`config.mk`:
```
export PLATFORM = sky130hd
export DESIGN_NAME = safecrack_lock_ctrl
export DESIGN_NICKNAME = d
export VERILOG_FILES = /design/src/rtl/safecrack_lock_ctrl.sv
export SDC_FILE = /design/constraint.sdc
export NUM_CORES = 1
export LEC_CHECK = 0
export CAP_MARGIN = 20
export CORE_MARGIN = 10
export CORE_UTILIZATION = 50
export CTS_CLUSTER_DIAMETER = 120
export CTS_CLUSTER_SIZE = 10
export DETAILED_ROUTE_END_ITERATION = 6
export GPL_ROUTABILITY_DRIVEN = 0
export PLACE_DENSITY = 0.69
export SLEW_MARGIN = 15
export SYNTH_ARGS = -nofsm -noshare
export SYNTH_HDL_FRONTEND = slang
export SYNTH_SLANG_ARGS = --single-unit
```
`constraint.sdc`:
```
create_clock -name clk -period 4.5 [get_ports clk]
set_input_delay 0.9 -clock clk [delete_from_list [all_inputs] [get_ports clk]]
set_output_delay 0.9 -clock clk [all_outputs]
set_load 0.005 [all_outputs]
```
`src/rtl/safecrack_lock_ctrl.sv`:
```
// safecrack_lock_ctrl
// N-digit, W-button combination lock controller with edge-detected entry,
// error-count lockout timed by a self-derived seconds tick, and atomic code
// reprogramming through a shadow register.
//
// Ports:
//   clk           system clock (CLK_HZ cycles per lockout second)
//   rst           synchronous active-high reset
//   i_ms          code-change mode request (level)
//   i_btn         active-low debounced buttons, all-ones = no press
//   o_unlocked    high while UNLOCKED
//   o_locked_out  high while LOCKOUT
//   o_code_saved  one-cycle pulse when a new code is committed
//   o_leds_err    thermometer of the wrong-digit count
//   o_leds_ok     thermometer of correct digits so far (all ones when open)
//   o_leds_sec    thermometer of elapsed lockout seconds
//
// Inputs are registered once before use, so a press sampled at edge t is
// acted on at edge t+1 and no output depends combinationally on i_btn/i_ms.
//
// state      | meaning
// -----------+-------------------------------------------------------
// S_ENTRY    | scoring presses against the active code
// S_UNLOCKED | code accepted; press relocks, ms enters programming
// S_PROG     | collecting a new code into the shadow register
// S_LOCKOUT  | too many errors; inputs ignored until timer expires

module safecrack_lock_ctrl #(
  parameter int CLK_HZ   = 50_000_000,
  parameter int NUM_BTN  = 4,
  parameter int CODE_LEN = 3,
  parameter int MAX_ERR  = 3,
  parameter int LOCK_SEC = 10
) (
  input  logic                clk,
  input  logic                rst,
  input  logic                i_ms,
  input  logic [NUM_BTN-1:0]  i_btn,
  output logic                o_unlocked,
  output logic                o_locked_out,
  output logic                o_code_saved,
  output logic [MAX_ERR-1:0]  o_leds_err,
  output logic [CODE_LEN-1:0] o_leds_ok,
  output logic [LOCK_SEC-1:0] o_leds_sec
);

  localparam int IDX_W = $clog2(CODE_LEN + 1);
  localparam int ERR_W = $clog2(MAX_ERR + 1);
  localparam int DIV_W = (CLK_HZ > 1) ? $clog2(CLK_HZ) : 1;

  localparam logic [IDX_W-1:0] IDX_LAST = IDX_W'(CODE_LEN - 1);
  localparam logic [ERR_W-1:0] ERR_LAST = ERR_W'(MAX_ERR - 1);
  localparam logic [ERR_W-1:0] ERR_FULL = ERR_W'(MAX_ERR);
  localparam logic [DIV_W-1:0] DIV_LAST = DIV_W'(CLK_HZ - 1);
  localparam logic [3:0]       SEC_LAST = 4'(LOCK_SEC - 1);

  typedef enum logic [1:0] {
    S_ENTRY    = 2'd0,
    S_UNLOCKED = 2'd1,
    S_PROG     = 2'd2,
    S_LOCKOUT  = 2'd3
  } state_t;

  // Default digit i is one-cold at bit (i mod NUM_BTN).
  function automatic logic [NUM_BTN-1:0] default_digit(input int i);
    return ~(NUM_BTN'(1) << (i % NUM_BTN));
  endfunction

  state_t             r_state;
  logic [NUM_BTN-1:0] r_btn;
  logic [NUM_BTN-1:0] r_btn_d;
  logic               r_ms;
  logic [NUM_BTN-1:0] r_code   [CODE_LEN];
  logic [NUM_BTN-1:0] r_shadow [CODE_LEN];
  logic [IDX_W-1:0]   r_idx;
  logic [IDX_W-1:0]   r_pidx;
  logic [ERR_W-1:0]   r_err;
  logic [3:0]         r_sec;
  logic [DIV_W-1:0]   r_div;

  logic               w_press;
  logic [NUM_BTN-1:0] w_inv;
  logic               w_one_cold;
  logic               w_match;
  logic [CODE_LEN-1:0] w_ok_therm;

  // Event only on the released->pressed transition, so a held button counts once.
  assign w_press    = (~&r_btn) && (&r_btn_d);
  // Exactly one zero bit: inverted value is a nonzero power of two.
  assign w_inv      = ~r_btn;
  assign w_one_cold = (w_inv != '0) && ((w_inv & (w_inv - 1'b1)) == '0);
  assign w_match    = w_one_cold && (r_btn == r_code[r_idx]);

  always_ff @(posedge clk) begin
    if (rst) begin
      r_state      <= S_ENTRY;
      r_btn        <= '1;
      r_btn_d      <= '1;
      r_ms         <= 1'b0;
      r_idx        <= '0;
      r_pidx       <= '0;
      r_err        <= '0;
      r_sec        <= '0;
      r_div        <= '0;
      o_unlocked   <= 1'b0;
      o_locked_out <= 1'b0;
      o_code_saved <= 1'b0;
      for (int i = 0; i < CODE_LEN; i++) begin
        r_code[i]   <= default_digit(i);
        r_shadow[i] <= '1;
      end
    end else begin
      r_btn        <= i_btn;
      r_btn_d      <= r_btn;
      r_ms         <= i_ms;
      o_code_saved <= 1'b0;

      case (r_state)
        S_ENTRY: begin
          if (w_press) begin
            if (w_match) begin
              if (r_idx == IDX_LAST) begin
                r_state    <= S_UNLOCKED;
                o_unlocked <= 1'b1;
                r_idx      <= '0;
                r_err      <= '0;
              end else begin
                r_idx <= r_idx + 1'b1;
              end
            end else begin
              // A wrong digit always restarts the code from the first digit.
              r_idx <= '0;
              if (r_err == ERR_LAST) begin
                r_err        <= ERR_FULL;
                r_state      <= S_LOCKOUT;
                o_locked_out <= 1'b1;
              end else begin
                r_err <= r_err + 1'b1;
              end
            end
          end
        end

        S_UNLOCKED: begin
          // ms has priority: a press arriving together with ms is dropped.
          if (r_ms) begin
            r_state    <= S_PROG;
            r_pidx     <= '0;
            o_unlocked <= 1'b0;
          end else if (w_press) begin
            r_state    <= S_ENTRY;
            r_idx      <= '0;
            o_unlocked <= 1'b0;
          end
        end

        S_PROG: begin
          // Abort outranks a final digit arriving in the same cycle.
          if (!r_ms) begin
            r_state    <= S_UNLOCKED;
            r_pidx     <= '0;
            o_unlocked <= 1'b1;
          end else if (w_press && w_one_cold) begin
            r_shadow[r_pidx] <= r_btn;
            if (r_pidx == IDX_LAST) begin
              // Final digit goes straight into the active code alongside the
              // earlier shadow digits so the whole code switches in one edge.
              for (int i = 0; i < CODE_LEN; i++) begin
                r_code[i] <= (i == CODE_LEN - 1) ? r_btn : r_shadow[i];
              end
              o_code_saved <= 1'b1;
              r_state      <= S_ENTRY;
              r_pidx       <= '0;
              r_idx        <= '0;
            end else begin
              r_pidx <= r_pidx + 1'b1;
            end
          end
        end

        S_LOCKOUT: begin
          if (r_div == DIV_LAST) begin
            r_div <= '0;
            // Leave on the LOCK_SEC-th tick, so the top seconds LED never lights.
            if (r_sec == SEC_LAST) begin
              r_sec        <= '0;
              r_err        <= '0;
              r_state      <= S_ENTRY;
              o_locked_out <= 1'b0;
            end else begin
              r_sec <= r_sec + 1'b1;
            end
          end else begin
            r_div <= r_div + 1'b1;
          end
        end

        default: begin
          r_state <= S_ENTRY;
        end
      endcase
    end
  end

  for (genvar k = 0; k < MAX_ERR; k++) begin : g_err
    assign o_leds_err[k] = (32'(r_err) > k);
  end

  for (genvar k = 0; k < CODE_LEN; k++) begin : g_ok
    assign w_ok_therm[k] = (32'(r_idx) > k);
  end

  for (genvar k = 0; k < LOCK_SEC; k++) begin : g_sec
    assign o_leds_sec[k] = (32'(r_sec) > k);
  end

  assign o_leds_ok = (r_state == S_ENTRY)   ? w_ok_therm :
                     (r_state == S_LOCKOUT) ? '0         : '1;

endmodule

```
# Word-level counts from Yosys, hierarchy flattened
# Memory sizes are Yosys's and may differ from the RTL's. A register that Yosys moved wholly into a read port is not among the register bits.
# Index checks and enable logic that the tools add are counted.
# classes
n_addsub	6
mul	0
div	0
n_lt_le_gt_ge	16
n_eq_ne	28
shift	0
mux	66
bitwise_logic	5
n_reduce_logical	21
# ops
cell	count
$mux 2	27
$ne 2x2->1 const B	14
$add 26x1->26 const B	1
$eq 26x26->1 const B	1
$mux 26	1
$mux 1	25
$mux 4	5
$gt 4x3->1 const B	4
$ne 3x3->1 const B	5
$reduce_and 6->1	2
$eq 2x2->1 const B	5
$gt 2x1->1 const B	4
$gt 4x1->1 const B	2
$gt 4x2->1 const B	2
$gt 4x4->1 const B	2
$pmux 2 s2	2
$pmux 2 s4	1
$reduce_and 4->1	2
$reduce_and 8->1	1
$reduce_and 7->1	1
$add 2x1->2 const B	3
$mux 3	2
$pmux 2 s3	1
$reduce_and 5->1	1
21 further kinds	28
# totals
reg_bits	50
latchBits	0
mem_bits_rw	24
rom_bits	0
input_bits	7
out_inout_bits	19
wordCells	156
mem_count	2
# mem_list
memory	words	width	read_ports	rd_ports_with_merged_regs	wr	line	text
r_code	3	4	1	1	3	73	logic [NUM_BTN-1:0] r_code [CODE_LEN];
r_shadow	3	4	2	0	3	74	logic [NUM_BTN-1:0] r_shadow [CODE_LEN];

# Longest topological paths before layout
# Gate-level depths: netlist of the first run.
# depth
depth_word	13
ltp_mapped	8
ltp_nobuf	8

# Worst setup path after synthesis of the first run
# No wires, ideal clock.
# synth_path
kind	register to register
startpoint	register r_btn[3]
endpoint	memory r_code[0][0] (enable)
setup_time_ps	400
arrival_time_ps	2202
required_ps	4100
setup_slack_ps	1897
path_stages_with_launch	6
n_path_buf	1
period_less_slack_ps	2603
cell_sequence	dfxtp_1 clkbuf_1 and3_1 mux2i_1 or2_1 o31ai_1
# synth_rtl
element	line	text
start, declared	70	logic [NUM_BTN-1:0] r_btn;
start signal, assigned	113	r_btn <= i_btn;
end, declared	73	

# Worst setup path after layout of the first run
# layout_path
startpoint	register r_state[0]
endpoint	output port o_leds_ok[2]
# layout_between
elab_chain_cells	3
word_cells_on_any_way	4
cone_classes	eq/ne (1); mux (2); reduce/logical (1)
# layout_lines
element	line	text
start, declared	69	state_t r_state;
start signal, assigned	96	r_state <= S_ENTRY;
start signal, assigned	123	r_state <= S_UNLOCKED;
start signal, assigned	135	r_state <= S_LOCKOUT;
$eq 2x2->1	218	(r_state == S_LOCKOUT) ? '0 : '1;
$mux 3	218	
$mux 3 *	217	assign o_leds_ok = (r_state == S_ENTRY) ? w_ok_therm :
end, declared	43	output logic [CODE_LEN-1:0] o_leds_ok,
# Mark *: on every way between the ends. The rest lies on a longest branch, timed or not.

==> reports/metrics.yaml, run 1 <==
ios: 26
die_x_um: 104
synth.avg_cell_area_um2: 9.46
htreeDepth: 3
maxCapViolCount: 0
grt_overflow: 0
synth_cells: 376
reg2reg_depth: 6
synth_area_um2: 3560
multi_input_area_um2: 1780
post_cts_buffers: 0
post_drt_wl_per_cell_um: 14.0
start_kind: "flop"
antenna_found_initial: 0
status: "complete, no violations"
syn_to_final_growth_pct: 15.4
synth_ff_type: "dfxtp_1"
die_area_um2: 10900
hold_class: "reg -> reg"
p_int_mw: 1.13
first_pass_iters: 4
drt-initial-drc-count: 72
grt_pass1_wl_um: 11700
finalCriticalPeriod_ns: 2.97
synth_edf_count: 20
drt_wl_total_um: 6960
cts_tree: "done"
worstReg2RegEnd: "r_div[23]$_SDFFE_PP0P_"
synth_nets: 392
drive_gt1_frac: 0.117
fill_cells: 615
io_buffers: 25
yosysSeqAreaShare: 0.461
rsz0062_at_grt: "no"
hpwl_um: 4980
track_usage: 0.128
pwr-share-comb: 0.107
routed_via_density: 5.38
regArea_um2: 1640
end_kind: "output pin"
clock-sinks: 72
relSlewSlack: 0.361
yosys_register_bits: 72
clk_pin_slew_ns: 0.08
postRouteAntennaNets: 0
vias: 2681
grt_max_degree: 28
crit_type: "reg -> out"
synth_warnings: 0
setup_viol_count_final: 0
max-vdd-ir-drop_mv: 0.263
rows: 30
root_buffer: "clkbuf_8"
synth_top_area_cell: "dfxtp_1"
synthArstFlopShare: 0
seqPwrFrac: 0.475
fin_worst_skew_ns: 0.00768
switching_power_mw: 0.340
arrival_ns: 2.07
clk_latency_ns: 0.34
worstReg2RegStart: "r_state[1]$_SDFFE_PP0P_"
slew_viol_final: 0
whs_endpoint: "r_pidx[1]$_SDFFE_PP0P_"
cp_max_fo: 15
fmax_mhz: 336
clockBufferDepth: 2
switching_share: 0.232
dieHeight_um: 104
grt_pass1_vias: 2484
cts_buffers: 9
nets: 413
ctsResizeCount: 0
setup_tns_ns: 0
hold_viol_final: 0
ctsHoldBuffers: 0
drc: 0
crit_required_ns: 3.60
p_clk_frac: 0.418
power.density_nw_per_um2: 357
antennaDiodeCount: 0
initial_utilization: 0.518
regToRegSetupSlack_ns: 1.70
core_area_um2: 6870
hold_depth: 2
worstHoldStart: "r_pidx[1]$_SDFFE_PP0P_"
synth.area.top_cells: "dfxtp_1 29%, edfxtp_1 17%, xor2_1 3.9%, nand2_1 3.8%, nor2_1 3.8%"
leakage_nw: 1.45
total_power_mw: 1.47
synth.distinct_cells: 68
post-route-period-util: 0.661
fin_util: 0.597
synth_top_cell_area_share: 0.293
worst_pin_slew_ns: 0.951
==> cells in the final DEF (no fill, tap or decap), drive strengths merged, types with 5 or more instances in the layout <==
master         count
and3               7
clkdlybuf4s50     25
nand4              8
a21oi             14
o21ai             15
or2               14
edfxtp            20
ha                 9
nand2b             9
mux2               5
or3                8
nand3             14
and2               7
nand2             36
clkbuf             9
xor2              16
nor4               6
a21o               6
xnor2              9
inv               14
mux2i              7
nor2              36
dfxtp             52
==> metrics by stage <==
step,setup slack (ns),cell area (um^2),hold WS (ns),std cells
6_report,1.53,4100,0.465,498
3_5_place_dp,1.55,3860,0.458,482
3_3_place_gp,1.59,3860,0.453,482
4_1_cts,1.52,4100,0.470,498
5_1_grt,1.39,4100,0.486,498
2_1_floorplan,1.90,3560,0.439,376
==> layout make-up <==
type	count	area share
Clock inverter	7	0.0284
Inverter	13	0.0119
Multi-Input combinational cell	273	0.434
Sequential cell	72	0.400
Tap cell	96	0.0293
Clock buffer	9	0.0302
Timing Repair Buffer	28	0.0665
==> routing by layer <==
layer,wire [um],part of all wire,track usage,up-vias
met5,0,0,0,-
met4,92,0.013,0.0398,0
met3,261,0.038,0.0434,9
met2,3500,0.50,0.212,41
met1,3100,0.45,0.151,1271
li1,-,-,-,1360
==> registers in the layout (all words and copies together), names as in the netlist, named ones only <==
name,count
r_div,26
r_code,12
r_shadow,8
r_btn,4
r_btn_d,4
r_sec,4
r_err,2
r_idx,2
r_pidx,2
r_state,2
o_code_saved,1
o_locked_out,1
o_unlocked,1
r_ms,1
==> power groups by stage <==
stage / clock, mW / combinational [mW] / sequential, mW
after floorplan: 0 / 0.109 / 0.703
after global placement: 0 / 0.156 / 0.710
after detailed placement: 0 / 0.157 / 0.711
after CTS: 0.626 / 0.158 / 0.696
after global routing: 0.653 / 0.174 / 0.699
final: 0.613 / 0.157 / 0.695
==> worst max-delay path, stage by stage, from the launching register on <==
cell and delay, ns:
dfxtp_1 0.34, inv_1 0.11, ha_1 0.48, nand2_1 0.13
o22ai_1 0.15, clkdlybuf4s50_1 0.53
==> worst max-delay path by stage <==
stage | slack (ns) | startpoint | endpoint | cells past startpoint
after floorplan | 1.90 | r_btn[3]$_SDFF_PP1_ | r_code[0][0]$_SDFFCE_PN0P_ | 5
after global placement | 1.59 | rst | r_shadow[0][2]$_SDFFCE_PN1P_ | 4
after detailed placement | 1.55 | rst | r_shadow[0][1]$_SDFFCE_PN1P_ | 4
after CTS | 1.52 | r_state[0]$_SDFFE_PP0P_ | o_leds_ok[2] | 5
after global routing | 1.39 | r_state[0]$_SDFFE_PP0P_ | o_leds_ok[2] | 5
final | 1.53 | r_state[0]$_SDFFE_PP0P_ | o_leds_ok[2] | 5
==> kinds of logic (layout without fill, tap and decap cells) <==
family / count (synthesis) / in the layout / share of synthesized area
flops: 72 / 72 / 0.461
buf+inv: 31 / 57 / 0.0380
xor+xnor: 25 / 25 / 0.0616
compound gates: 56 / 56 / 0.107
mux: 12 / 12 / 0.0355
simple gates: 171 / 171 / 0.265
fa+ha+maj: 9 / 9 / 0.0317
==> cell usage after synthesis, drive strengths merged (2+ instances only) <==
library cell,count
nor2b,4
nor2,36
nor4,6
a21oi,14
nand4,8
nor4b,4
or4,2
edfxtp,20
xnor2,9
nand3,14
or3,8
a21o,6
nand3b,3
clkbuf,16
nand2,36
or2,14
xor2,16
inv,12
and3,7
and2,7
mux2i,7
nand2b,9
a32o,3
o21ai,15
mux2,5
o22ai,2
a211oi,2
nor4bb,3
buf,2
ha,9
nor3,3
dfxtp,52
a21boi,2
No activity file was read; power rests on OpenSTA's default activity.
==> run 2, diff against run 1 <==
Settings changed: PLACE_DENSITY 0.69 to 0.71.
Clock period 4.5 ns to 2.56 ns, I/O delays scaled along.
==> reports/metrics.yaml, run 2 (synthesis results as in run 1) <==
grt_max_degree: 22
slew_viol_final: 0
grt_overflow: 0
io_buffers: 25
fin_cells: 510
htreeDepth: 3
ios: 26
finalInstanceArea_um2: 4260
cp_slowest_cell: "or4_4"
clk_latency_ns: 0.35
post-route-period-util: 0.969
initial_utilization: 0.518
grt_pass1_wl_um: 12300
drive_gt1_frac: 0.162
setup_viol_count_final: 0
die_x_um: 104
relSlewSlack: 0.583
arrival_ns: 2.73
worstReg2RegEnd: "r_state[1]$_SDFFE_PP0P_"
crit_type: "reg -> reg"
worst_pin_slew_ns: 0.610
core_area_um2: 6870
power.density_nw_per_um2: 622
regToRegSetupSlack_ns: 0.08
final_cell_mix: "50 x dfxtp_1, 36 x nand2_1, 36 x nor2_1, 25 x clkdlybuf4s50_1, 20 x edfxtp_1"
nets: 425
crit_family: "simple AND/OR/NAND/NOR gates"
hpwl_um: 5340
clock-sinks: 72
maxCapViolCount: 0
cts_tree: "done"
regMostFlops: "r_div"
largest_reg_flops: 26
drt_wl_total_um: 7270
syn_to_final_growth_pct: 19.6
fin_worst_skew_ns: 0.00753
drt-initial-drc-count: 67
hold_depth: 2
dieHeight_um: 104
cts_buffers: 9
first_pass_iters: 4
routed_via_density: 5.28
cp.buffers_inverters: 0
track_usage: 0.136
hold_class: "reg -> reg"
rsz0062_at_grt: "yes"
status: "complete, no violations"
reg2reg_depth: 8
clockBufferDepth: 2
ctsHoldBuffers: 0
postRouteAntennaNets: 0
cp_max_fo: 5
fin_ws_ns: 0.0784
worstReg2RegStart: "r_div[0]$_SDFFE_PP0P_"
crit_required_ns: 2.81
fmax_mhz: 403
whs_endpoint: "r_pidx[1]$_SDFFE_PP0P_"
end_kind: "flop"
vias: 2693
drc: 0
post_drt_wl_per_cell_um: 14.3
die_area_um2: 10900
crit_chain: "ha_2 -> nand4_1 -> or2_1 -> or4_4 -> o21ai_4 -> nand3_2 -> a311o_1 -> a32o_2"
start_kind: "flop"
max-vdd-ir-drop_mv: 0.454
leakage_nw: 1.52
antenna_found_initial: 0
root_buffer: "clkbuf_8"
dp_cells: 494
antennaDiodeCount: 0
pre_cts_ws_ns: 0.0289
placed_area_um2: 3960
clk_pin_slew_ns: 0.08
finalCriticalPeriod_ns: 2.48
reg.largest.list: "r_div: 26 flops, r_code: 12 flops, r_shadow: 8 flops"
grt_pass1_vias: 2606
hold_viol_final: 0
max_stage_delay_ns: 0.54
final_common_cell: "dfxtp_1"
rows: 30
worstHoldStart: "r_pidx[1]$_SDFFE_PP0P_"
run 2: cell count changes in the layout (fill, tap and decap cells not counted), sizes merged:
cell      change
buf          +12
clkinvlp      +1
clkinv        -1
inv           -2
clkbuf        +2
run 2: how the worst max path moves through the flow:
stage,slack [ns],end,from,cells past startpoint
after global placement,0.12,r_state[1]$_SDFFE_PP0P_,r_div[0]$_SDFFE_PP0P_,8
after CTS,0.02,r_state[1]$_SDFFE_PP0P_,r_div[0]$_SDFFE_PP0P_,8
after floorplan,0.13,r_shadow[0][0]$_SDFFCE_PN1P_,r_btn[3]$_SDFF_PP1_,6
after global routing,-0.004,r_state[1]$_SDFFE_PP0P_,flop,7
after detailed placement,0.03,r_state[1]$_SDFFE_PP0P_,r_div[0]$_SDFFE_PP0P_,8
final,0.08,r_state[1]$_SDFFE_PP0P_,r_div[0]$_SDFFE_PP0P_,8
run 2: metal layers:
layer | wire [um] | vias to the layer above | part of all wire | track usage
li1 | - | 1392 | - | -
met1 | 3260 | 1269 | 0.45 | 0.153
met2 | 3720 | 21 | 0.51 | 0.236
met3 | 162 | 11 | 0.022 | 0.0316
met4 | 130 | 0 | 0.018 | 0.0646
met5 | 0 | - | 0 | 0
run 2: final cells by class:
type                       instances  area [um^2]
clock buffer                      11          153
clock inverter                     5          103
fill                             581         2610
inverter                          13         48.8
multi-input combinational        273         1820
sequential                        72         1640
tap                               96          120
timing repair buffer              40          363
run 2: per-stage QoR:
stage	utilization	setup TNS, ns	hold WS, ns	power, mW
after floorplan	-	0	0.439	1.43
after global placement	0.576	0	0.455	1.54
after detailed placement	0.576	0	0.461	1.54
after CTS	0.613	0	0.474	2.66
after global routing	0.619	-0.00440	0.501	2.75
final	0.619	0	0.472	2.65
run 2: timing repair:
| action | in CTS | in global routing |
|---|---|---|
| setup endpoints to repair | 0 | 14 |
| buffers inserted | 0 | 0 |
| hold endpoints to repair | 0 | 0 |
| resized for setup | 0 | 9 |
run 2: power by group:
group / internal, mW / switching [mW] / leakage (nW)
logic: 0.147 / 0.151 / 0.826
registers: 1.19 / 0.0267 / 0.568
clock network: 0.705 / 0.421 / 0.125
total: 2.05 / 0.600 / 1.52
run 2: worst min-delay path: stages, from the launching register on:
cell and delay (ns):
dfxtp_1 0.33, nand2_1 0.06, nand2_1 0.05
==> run 3, diff against run 2 <==
Settings changed: TNS_END_PERCENT set to 100.
==> results of run 3 <==
Same layout as run 2: the final DEF is identical, and so are final timing and power.
